## config.mk

```make
export PLATFORM = sky130hd
export DESIGN_NAME = dct_block_packer
export DESIGN_NICKNAME = d
export VERILOG_FILES = /design/src/rtl/dct_block_packer.sv
export SDC_FILE = /design/constraint.sdc
export NUM_CORES = 1
export LEC_CHECK = 0
export CAP_MARGIN = 20
export CORE_MARGIN = 2
export CORE_UTILIZATION = 54
export CTS_CLUSTER_DIAMETER = 120
export DETAILED_ROUTE_END_ITERATION = 10
export GPL_ROUTABILITY_DRIVEN = 0
export GPL_TIMING_DRIVEN = 0
export MAX_ROUTING_LAYER = met4
export PLACE_DENSITY = 0.8
export SLEW_MARGIN = 25
export SYNTH_ARGS = -nofsm -noshare
export SYNTH_HDL_FRONTEND = slang
export SYNTH_SLANG_ARGS = --single-unit
```

## constraint.sdc

```tcl
create_clock -name clk -period 3.7 [get_ports clk]
set_input_delay 0.74 -clock clk [delete_from_list [all_inputs] [get_ports clk]]
set_output_delay 0.74 -clock clk [all_outputs]
set_load 0.005 [all_outputs]
```

## src/rtl/dct_block_packer.sv

```systemverilog
// Row-to-block packer feeding the 4x4 DCT: gathers four 4-pixel rows into one 128-bit block,
// double-buffers two blocks and checks row framing against the last-row marker.
module dct_block_packer #(
   parameter int unsigned PIX_WIDTH = 8,
   localparam int unsigned ROW_WIDTH = 4 * PIX_WIDTH,
   localparam int unsigned DATA_WIDTH = 4 * ROW_WIDTH
) (
   input  logic                  clk,
   input  logic                  reset,
   input  logic                  i_valid,
   output logic                  i_ready,
   input  logic [ROW_WIDTH-1:0]  i_data,
   input  logic                  i_last,
   output logic                  o_valid,
   input  logic                  o_ready,
   output logic [DATA_WIDTH-1:0] o_data,
   output logic                  o_err
);

   logic [ROW_WIDTH-1:0] slot [2][4];
   logic                 wp;
   logic                 rp;
   logic [1:0]           cnt;
   logic [1:0]           row;
   logic                 err;

   logic in_hs;
   logic out_hs;
   logic last_row;
   logic complete;
   logic abort;

   // Ready depends only on the block count, so no path from o_ready reaches i_ready.
   assign i_ready  = (cnt != 2'd2);
   assign o_valid  = (cnt != 2'd0);
   assign o_err    = err;
   assign o_data   = {slot[rp][3], slot[rp][2], slot[rp][1], slot[rp][0]};

   assign in_hs    = i_valid & i_ready;
   assign out_hs   = o_valid & o_ready;
   assign last_row = (row == 2'd3);
   assign complete = in_hs & last_row;
   assign abort    = in_hs & i_last & ~last_row;

   always_ff @(posedge clk) begin
      if (reset) begin
         for (int s = 0; s < 2; s++) begin
            for (int r = 0; r < 4; r++) begin
               slot[s][r] <= '0;
            end
         end
         wp  <= 1'b0;
         rp  <= 1'b0;
         cnt <= 2'd0;
         row <= 2'd0;
         err <= 1'b0;
      end else begin
         if (in_hs) begin
            slot[wp][row] <= i_data;
            // An aborted partial block restarts at row 0; its stale rows get overwritten.
            row <= (complete | abort) ? 2'd0 : row + 2'd1;
         end
         if (complete) begin
            wp <= ~wp;
         end
         if (out_hs) begin
            rp <= ~rp;
         end
         if (complete & ~out_hs) begin
            cnt <= cnt + 2'd1;
         end else if (~complete & out_hs) begin
            cnt <= cnt - 2'd1;
         end
         // Framing error: marker missing on row 3, or present on rows 0..2.
         err <= in_hs & (i_last ^ last_row);
      end
   end

endmodule

```

==> metrics.md, run 1 <==
| Metric | Value |
|---|---|
| Status | complete, no violations |
| Launching point of the worst reg2reg path | wp |
| Hold slack | 510 ps |
| Inst Count DP | 1149 |
| Max stage delay cell, worst path | clkdlybuf4s50_1 |
| First-pass GRT wire length | 38800 um |
| Post-CTS Hold Buffers | 0 |
| Post-layout instance count excluding filler cells | 1196 |
| Warnings from Yosys | 0 |
| Setup WS pre-CTS | 624 ps |
| Syn_nets | 748 |
| CP Launch Type | register |
| Synth Instances | 706 |
| Via count | 6623 |
| Commonest non-fill, non-tap cell in the layout | edfxtp_1 |
| Synth-to-layout area growth | 27.7% |
| Hold Path Class | register to register |
| F_max | 307 MHz |
| Setup Fix Bufs, Post-CTS | 0 |
| PnR worst setup slack | 438 ps |
| Drt total wl | 25900 um |
| Number of global-route vias before repair | 6768 |
| I/O Pins | 168 |
| Max Slew Vio Count | 0 |
| CP arrival | 2520 ps |
| CTS buffer count | 26 |
| Largest net degree at the start of global routing | 33 |
| CP max stage delay | 510 ps |
| Commonest cells after routing, fill and taps aside | 256 x edfxtp_1, 166 x clkdlybuf4s50_1, 128 x mux2_2 |
| Worst-skew pair later-pin latency | 520 ps |
| Post-DR wirelength/cell | 21.7 um |
| Yosys cell types | 35 |
| Critical path's top delay family | buffers and inverters |
| Filler Cell Count | 1346 |
| Post-route DRC | 0 |
| Core area | 20200 um2 |
| Clk buf depth | 3 |
| Ratio of cells with drive above 1 in the final layout | 25.5% |
| Die W | 147 um |
| CP max FO | 10 |
| #FFs+latches synth | 264 |
| Worst vdd rail ir drop | 0.000328 V |
| Clock sinks | 264 |
| Antenna-violating nets left | 0 |
| CTS resizes | 0 |
| Unrepaired setup endpoints after global routing | false |
| Initial antenna violation count | 0 |
| Final Setup Violations | 0 |
| Setup CP Type | register to output port |
| Min Tclk post-route | 3260 ps |
| H-tree lvl count | 1 |
| Clock input transition at the sequential cells of the worst setup and hold paths | 60 ps |
| Type of element capturing the critical path | output port |
| Std-Cell Rows | 52 |
| Fin crit share | 88.2% |
| Layout Skew | 6.22 ps |
| Hold Crit Start | rp |
| Max Cap Viol | 0 |
| Critical path buffers and inverters | 3 |
| CTS root buf | clkbuf_16 |
| Die Y | 147 um |
| Syn Std Cell Area | 11100 um2 |
| Final hold viol count | 0 |
| Leakage | 0.00519 uW |
| CP required | 2960 ps |
| Sequential area share after synthesis | 71.0% |
| Slew HR | 39.2% |
| Worst path cell trace | clkbuf_1 -> buf_2 -> mux2_2 -> clkdlybuf4s50_1 |
| Initial DRC count | 431 |
| DR vias/cell | 5.54 |
| TritonCTS clock tree | built |
| Syn Area/Cell | 15.7 um2 |
| Diode count | 0 |
| Initial Util | 54.8% |
| Slew @ Worst Pin | 911 ps |
| DRT Pass-1 Iters | 5 |
| Placed Area | 13300 um2 |
| All-layer global routing usage | 24.6% |
| # port buffers | 166 |
| Die ar. | 21600 um2 |
| Total gr overflow | 0 |
| Post-DP HPWL | 17600 um |
| Post-layout nets | 949 |
| Post-route cell area | 14100 um2 |
| Power Dens Cells | 488 nW/um2 |
cells in the mapped netlist:
cell type,number,area share (%)
dfxtp_1,8,1.4
o22ai_1,1,0.057
ha_1,5,0.57
inv_2,1,0.034
or3_1,1,0.057
a41o_1,3,0.27
and3_1,1,0.057
nor2_2,12,0.68
nand2b_2,1,0.079
nand3_2,1,0.091
nand2b_1,33,1.9
and2_1,64,3.6
inv_1,3,0.10
nor2_1,120,4.1
a21oi_1,3,0.14
clkbuf_2,6,0.27
buf_6,10,1.0
o21bai_1,4,0.27
nand4_1,2,0.11
buf_2,17,0.77
xor2_1,3,0.24
clkbuf_1,6,0.20
mux2_2,128,13
nand2_1,1,0.034
nand3_4,3,0.48
nor4_1,1,0.057
nor3_4,1,0.15
nor2b_4,1,0.12
o21ai_0,4,0.18
or2_2,2,0.11
and2b_2,1,0.079
edfxtp_1,256,70
nor3_1,1,0.045
xnor2_1,1,0.079
nor3_2,1,0.091
flip-flops by register name (all words and copies together), names as in the netlist, named ones only:
name   cells
o_err      1
cnt        2
rp         1
row        2
wp         1
slot     256
worst min-delay path, delay by kind of cell (launching register included):
| family | cells | cell delay (ps) |
|---|---|---|
| simple gates | 1 | 70 |
| xor+xnor | 1 | 80 |
| flops | 1 | 320 |
final timing paths:
check                     end  slack [ps]  depth (start not counted)
setup / recovery   o_data[64]         440                          4
hold / removal             rp         510                          2
setup reg to reg  slot[1][18]        1400                          3
hold reg to reg            rp         510                          2
cell type report:
cell class / count / area [um2] / area share (%)
buffer: 39 / 250 / 1.77
clock buffer: 32 / 694 / 4.92
clock inverter: 15 / 133 / 0.939
inverter: 4 / 15.0 / 0.106
multi-input combinational: 399 / 2990 / 21.2
sequential: 264 / 7850 / 55.6
tap: 270 / 338 / 2.39
timing repair buffer: 173 / 1850 / 13.1
logic make-up after synthesis:
group / after synthesis / share of synthesized area (%)
AND/OR/NAND/NOR: 247 / 11.8
XOR/XNOR: 4 / 0.317
multiplexers: 128 / 13.0
flip-flops: 264 / 71.0
AO/OA/AOI/OAI: 15 / 0.917
adder cells (fa/ha/maj): 5 / 0.566
buffers and inverters: 43 / 2.40
stage by stage:
step / total power (uW) / setup TNS (ps) / util, %
floorplan: 3910 / 0 / -
global placement: 4370 / -172000 / 64.7
detailed placement: 4410 / 0 / 65.9
CTS: 6910 / 0 / 70.0
global route: 7070 / 0 / 70.0
finish: 6890 / 0 / 70.0
layer usage:
| metal | GRT usage (%) | share of wire (%) |
|---|---|---|
| met5 | - | 0 |
| met4 | 9.23 | 3.3 |
| met3 | 3.23 | 6.7 |
| met2 | 40.4 | 50 |
| met1 | 31.7 | 40 |
power breakdown:
part | total [uW] | switching (uW) | internal, uW | leakage [uW]
clock | 2550 | 1070 | 1470 | 0.000392
combinational | 870 | 396 | 473 | 0.00209
sequential | 3470 | 41.0 | 3430 | 0.00271
No activity file was read; power rests on OpenSTA's default activity.
==> run 2: changes to the inputs <==
Settings changed: GPL_TIMING_DRIVEN 0 to default, SLEW_MARGIN 25 to default.
==> metrics.md, run 2 (synthesis results as in run 1) <==
| Metric | Value |
|---|---|
| Gate power share | 11.6% (was 12.6%) |
| Max Cap Viol | 0 (unchanged) |
| CP Launch Type | register (unchanged) |
| Setup total negative slack | 0 ps (unchanged) |
| TritonCTS clock tree | built (unchanged) |
| Max stage delay cell, worst path | dfxtp_4 (was clkdlybuf4s50_1) |
| Clock share of power | 39.1% (was 36.9%) |
| Final hold viol count | 0 (unchanged) |
| Hold Path Class | register to register (unchanged) |
| Leakage | 0.00511 uW (was 0.00519 uW) |
| Total Power | 7080 uW (was 6890 uW) |
| Max reg flops | 256 (unchanged) |
| Type of element capturing the critical path | output port (unchanged) |
| Clock sinks | 264 (unchanged) |
| Switching part of the total | 21.1% (was 21.9%) |
| R2r endpoint | slot[1][115] (was slot[1][18]) |
| Die ar. | 21600 um2 (unchanged) |
| Hold EP | cnt[1] (was rp) |
| Post-DP HPWL | 15600 um (was 17600 um) |
| Commonest non-fill, non-tap cell in the layout | edfxtp_1 (unchanged) |
| Number of global-route vias before repair | 6634 (was 6768) |
| CTS root buf | clkbuf_16 (unchanged) |
| Die Y | 147 um (unchanged) |
| Std-Cell Rows | 52 (unchanged) |
| First-pass GRT wire length | 38500 um (was 38800 um) |
| R2r worst-path depth | 5 (was 3) |
| Post-CTS Hold Buffers | 0 (unchanged) |
| Post-layout nets | 925 (was 949) |
| Clk buf depth | 3 (unchanged) |
| Setup Fix Bufs, Post-CTS | 0 (unchanged) |
| Sw power | 1500 uW (was 1510 uW) |
| Launching point of the worst reg2reg path | row[0] (was wp) |
| Final Setup Violations | 0 (unchanged) |
| Reg-to-reg slack, setup | 1480 ps (was 1400 ps) |
| Slew @ Worst Pin | 1060 ps (was 911 ps) |
| Core area | 20200 um2 (unchanged) |
| H-tree lvl count | 1 (unchanged) |
| CP max stage delay | 690 ps (was 510 ps) |
| Min Tclk post-route | 3210 ps (was 3260 ps) |
| Clock input transition at the sequential cells of the worst setup and hold paths | 60 ps (about the same) |
| Unrepaired setup endpoints after global routing | false (unchanged) |
| Slew HR | 29.5% (was 39.2%) |
| Drt total wl | 25400 um (was 25900 um) |
| Initial DRC count | 499 (was 431) |
| Pint | 5580 uW (was 5380 uW) |
| Total gr overflow | 0 (unchanged) |
| Via count | 6437 (was 6623) |
| CP max FO | 38 (was 10) |
| Ratio of cells with drive above 1 in the final layout | 24.4% (was 25.5%) |
| DRT Pass-1 Iters | 5 (unchanged) |
| Fin crit share | 86.8% (was 88.2%) |
| CP arrival | 2470 ps (was 2520 ps) |
| # port buffers | 167 (was 166) |
| Max Slew Vio Count | 0 (unchanged) |
| Synth-to-layout area growth | 26.7% (was 27.7%) |
| Initial Util | 54.8% (unchanged) |
| Post-DR wirelength/cell | 21.7 um (about the same) |
| Largest register by flop count | slot (unchanged) |
| DR vias/cell | 5.49 (was 5.54) |
| Sequential Power Share | 49.4% (was 50.4%) |
| Diode count | 0 (unchanged) |
| All-layer global routing usage | 24.2% (was 24.6%) |
| Largest net degree at the start of global routing | 46 (was 33) |
| Worst-skew pair later-pin latency | 520 ps (about the same) |
| Layout Skew | 8.54 ps (was 6.22 ps) |
| Setup CP Type | register to output port (unchanged) |
| I/O Pins | 168 (unchanged) |
| Hold path cells | 2 (unchanged) |
| Status | complete, no violations (unchanged) |
| CP required | 2960 ps (about the same) |
| F_max | 311 MHz (was 307 MHz) |
| Power Dens Cells | 505 nW/um2 (was 488 nW/um2) |
| Largest regs | slot x256, cnt x2, row x2 (unchanged) |
| Initial antenna violation count | 0 (unchanged) |
| Hold Crit Start | cnt[1] (was rp) |
| CTS buffer count | 26 (unchanged) |
| CTS resizes | 0 (unchanged) |
| Worst path cell trace | buf_4 -> mux2_2 -> clkdlybuf4s50_1 (was clkbuf_1 -> buf_2 -> mux2_2 -> clkdlybuf4s50_1) |
| Post-route DRC | 0 (unchanged) |
| Die W | 147 um (unchanged) |
| Antenna-violating nets left | 0 (unchanged) |
| Worst vdd rail ir drop | 0.000351 V (was 0.000328 V) |
| Commonest cells after routing, fill and taps aside | 256 x edfxtp_1, 167 x clkdlybuf4s50_1, 128 x mux2_2 (was 256 x edfxtp_1, 166 x clkdlybuf4s50_1, 128 x mux2_2) |
## run 2: layout make-up
| cell class | count | area [um2] |
|---|---|---|
| well taps | 270 | 338 |
| repair buffers | 188 | 1900 |
| inverters | 4 | 15.0 |
| flip-flops and latches | 264 | 7850 |
| clock inverters | 13 | 196 |
| multi-input cells | 399 | 3000 |
| clock buffers | 34 | 702 |
| fillers | 1363 | 6160 |
## run 2: per-layer routing
metal  wire length [um]  global-route usage [%]  vias to the layer above
li1                   -                       -                     2919
met1              10600                    32.1                     3249
met2              13100                    40.4                      236
met3               1400                    3.35                       33
met4                330                    5.58                        0
met5                  0                       -                        -
## run 2: per-stage QoR
stage          util (%)  hold slack (ps)  area (um2)  setup slack, ps  std cells
5_1_grt            69.5              557       14000              384       1172
2_1_floorplan         -              472       11100              432        706
4_1_cts            69.5              514       14000              468       1172
6_report           69.5              514       14000              488       1172
3_3_place_gp       65.0              493       13100              755       1125
3_5_place_dp       65.0              499       13100              641       1125
## run 2: power by group through the flow
stage | clock network [uW] | registers (uW) | logic (uW)
2_1_floorplan | 0 | 3520 | 387
3_3_place_gp | 0 | 3550 | 813
3_5_place_dp | 0 | 3560 | 820
4_1_cts | 2800 | 3490 | 827
5_1_grt | 2920 | 3510 | 869
6_report | 2760 | 3490 | 819
## run 2: how the worst max path moves through the flow
stage                   from           end  slack (ps)  depth (start not counted)
floorplan            i_valid    slot[0][0]         430                          4
global placement     i_valid  slot[1][118]         760                          4
detailed placement   i_valid  slot[1][112]         640                          4
CTS                 register     o_data[6]         470                          3
global route        register    o_data[67]         380                          3
finish              register    o_data[35]         490                          3
## run 2: worst max-delay path, delay by kind of cell (launching register included)
kind,cells,cell delay [ps]
muxes,1,400
DFF,1,690
buffers and inverters,2,850
==> run 3: changes to the inputs <==
Settings changed: CTS_BUF_LIST from default to sky130_fd_sc_hd__clkbuf_16, PLACE_DENSITY 0.8 to default, PLACE_DENSITY_LB_ADDON from default to 0.1.
==> metrics.md, run 3 (synthesis results as in run 1) <==
| Metric | Value |
|---|---|
| Status | complete, no violations (unchanged) |
| Max Cap Viol | 0 (unchanged) |
| Reg-to-reg slack, setup | 1560 ps (was 1480 ps) |
| Final hold viol count | 0 (unchanged) |
| Slew HR | 59.1% (was 29.5%) |
| Worst-skew pair later-pin latency | 520 ps (about the same) |
| CP arrival | 2500 ps (was 2470 ps) |
| Total Power | 6650 uW (was 7080 uW) |
| Post-route DRC | 0 (unchanged) |
| Area of the multi-input gates | 3000 um2 (unchanged) |
| Worst path cell trace | buf_4 -> mux2_2 -> clkdlybuf4s50_1 (unchanged) |
| Number of global-route vias before repair | 6700 (was 6634) |
| I/O Pins | 168 (unchanged) |
| Initial DRC count | 392 (was 499) |
| Diode count | 0 (unchanged) |
| Hold Path Class | register to register (unchanged) |
| Die ar. | 21600 um2 (unchanged) |
| Drt total wl | 25100 um (was 25400 um) |
| Largest register by flop count | slot (unchanged) |
| Leakage | 0.00506 uW (was 0.00511 uW) |
| CTS root buf | clkbuf_16 (unchanged) |
| Final Setup Violations | 0 (unchanged) |
| Synth-to-layout area growth | 25.5% (was 26.7%) |
| Clock input transition at the sequential cells of the worst setup and hold paths | 50 ps (was 60 ps) |
| Via count | 6331 (was 6437) |
| H-tree lvl count | 1 (unchanged) |
| CP max FO | 41 (was 38) |
| CTS buffer count | 26 (unchanged) |
| Met3 wire length | 1580 um (was 1400 um) |
| CP required | 2960 ps (about the same) |
| DR vias/cell | 5.42 (was 5.49) |
| F_max | 309 MHz (was 311 MHz) |
| Fin crit share | 87.6% (was 86.8%) |
| Layout Skew | 14.5 ps (was 8.54 ps) |
| Max Slew Vio Count | 0 (unchanged) |
| Worst vdd rail ir drop | 0.000364 V (was 0.000351 V) |
| Ratio of cells with drive above 1 in the final layout | 23.5% (was 24.4%) |
| Initial Util | 54.8% (unchanged) |
| DR top layer | met4 (unchanged) |
| Largest net degree at the start of global routing | 42 (was 46) |
| Clock sinks | 264 (unchanged) |
| Post-layout nets | 923 (was 925) |
| Die W | 147 um (unchanged) |
| Largest regs | slot x256, cnt x2, row x2 (unchanged) |
| Post-DP HPWL | 15500 um (was 15600 um) |
| Total gr overflow | 0 (unchanged) |
| # port buffers | 167 (unchanged) |
| Antenna-violating nets left | 0 (unchanged) |
| Power Dens Cells | 479 nW/um2 (was 505 nW/um2) |
| CP max stage delay | 730 ps (was 690 ps) |
| TritonCTS clock tree | built (unchanged) |
| Setup total negative slack | 0 ps (unchanged) |
| Std-Cell Rows | 52 (unchanged) |
| Post-CTS Hold Buffers | 0 (unchanged) |
| Slew @ Worst Pin | 614 ps (was 1060 ps) |
| CTS resizes | 0 (unchanged) |
| Clk buf depth | 3 (unchanged) |
| Commonest non-fill, non-tap cell in the layout | edfxtp_1 (unchanged) |
| Sequential cell area | 7850 um2 (unchanged) |
| Core area | 20200 um2 (unchanged) |
| Max reg flops | 256 (unchanged) |
| WL met2 | 12500 um (was 13100 um) |
| Die Y | 147 um (unchanged) |
| All-layer global routing usage | 24.2% (about the same) |
| Type of element capturing the critical path | output port (unchanged) |
| First-pass GRT wire length | 38600 um (was 38500 um) |
| Filler Cell Count | 1387 (was 1363) |
| Max stage delay cell, worst path | dfxtp_4 (unchanged) |
| WL met1 | 10600 um (about the same) |
| Min Tclk post-route | 3240 ps (was 3210 ps) |
| Commonest cells after routing, fill and taps aside | 256 x edfxtp_1, 167 x clkdlybuf4s50_1, 128 x mux2_2 (unchanged) |
| Unrepaired setup endpoints after global routing | false (unchanged) |
| DRT Pass-1 Iters | 4 (was 5) |
| Setup CP Type | register to output port (unchanged) |
| Initial antenna violation count | 0 (unchanged) |
| Post-DR wirelength/cell | 21.5 um (was 21.7 um) |
| CP Launch Type | register (unchanged) |
| Setup Fix Bufs, Post-CTS | 0 (unchanged) |
## run 3: changes by cell type in the layout (fill, tap and decap cells not counted)
| cell | change |
|---|---|
| bufinv_16 | -5 |
| clkinv_1 | +7 |
| inv_1 | +5 |
| buf_4 | -5 |
| clkbuf_1 | -7 |
| inv_8 | -1 |
| clkinvlp_4 | -1 |
| buf_12 | +3 |
## run 3: worst max-delay path: cells and delay by family (launching register included)
family | cells | cell delay, ps
mux | 1 | 380
flops | 1 | 730
buf+inv | 2 | 850
## run 3: metal layers
metal	track usage [%]	up-vias
met3	4.04	35
met1	31.9	3179
met5	-	-
met2	40.4	216
met4	4.90	0
li1	-	2901
## run 3: cell type report
| type | count | area share [%] |
|---|---|---|
| inverter | 4 | 0.108 |
| timing repair buffer | 186 | 13.9 |
| multi-input combinational | 399 | 21.6 |
| clock buffer | 27 | 4.87 |
| tap | 270 | 2.43 |
| sequential | 264 | 56.6 |
| clock inverter | 18 | 0.523 |
## run 3: final timing paths
check	startpoint	to	cells after the start
min reg2reg	rp	rp	2
max	register	o_data[91]	3
max reg2reg	cnt[0]	slot[1][89]	4
min	rp	rp	2
## run 3: stage by stage
stage	instances	worst slack [ps]	util [%]	instance area, um2	hold WS [ps]
2_1_floorplan	706	432	-	11100	472
3_3_place_gp	1123	715	65.1	13100	491
3_5_place_dp	1123	629	65.1	13100	497
4_1_cts	1168	414	68.8	13900	519
5_1_grt	1168	334	68.8	13900	564
6_report	1168	459	68.8	13900	515
## run 3: power breakdown
| group | switching (uW) | internal, uW | leakage (uW) |
|---|---|---|---|
| clock network | 1040 | 1300 | 0.000389 |
| registers | 63.7 | 3430 | 0.00271 |
| logic | 350 | 464 | 0.00196 |
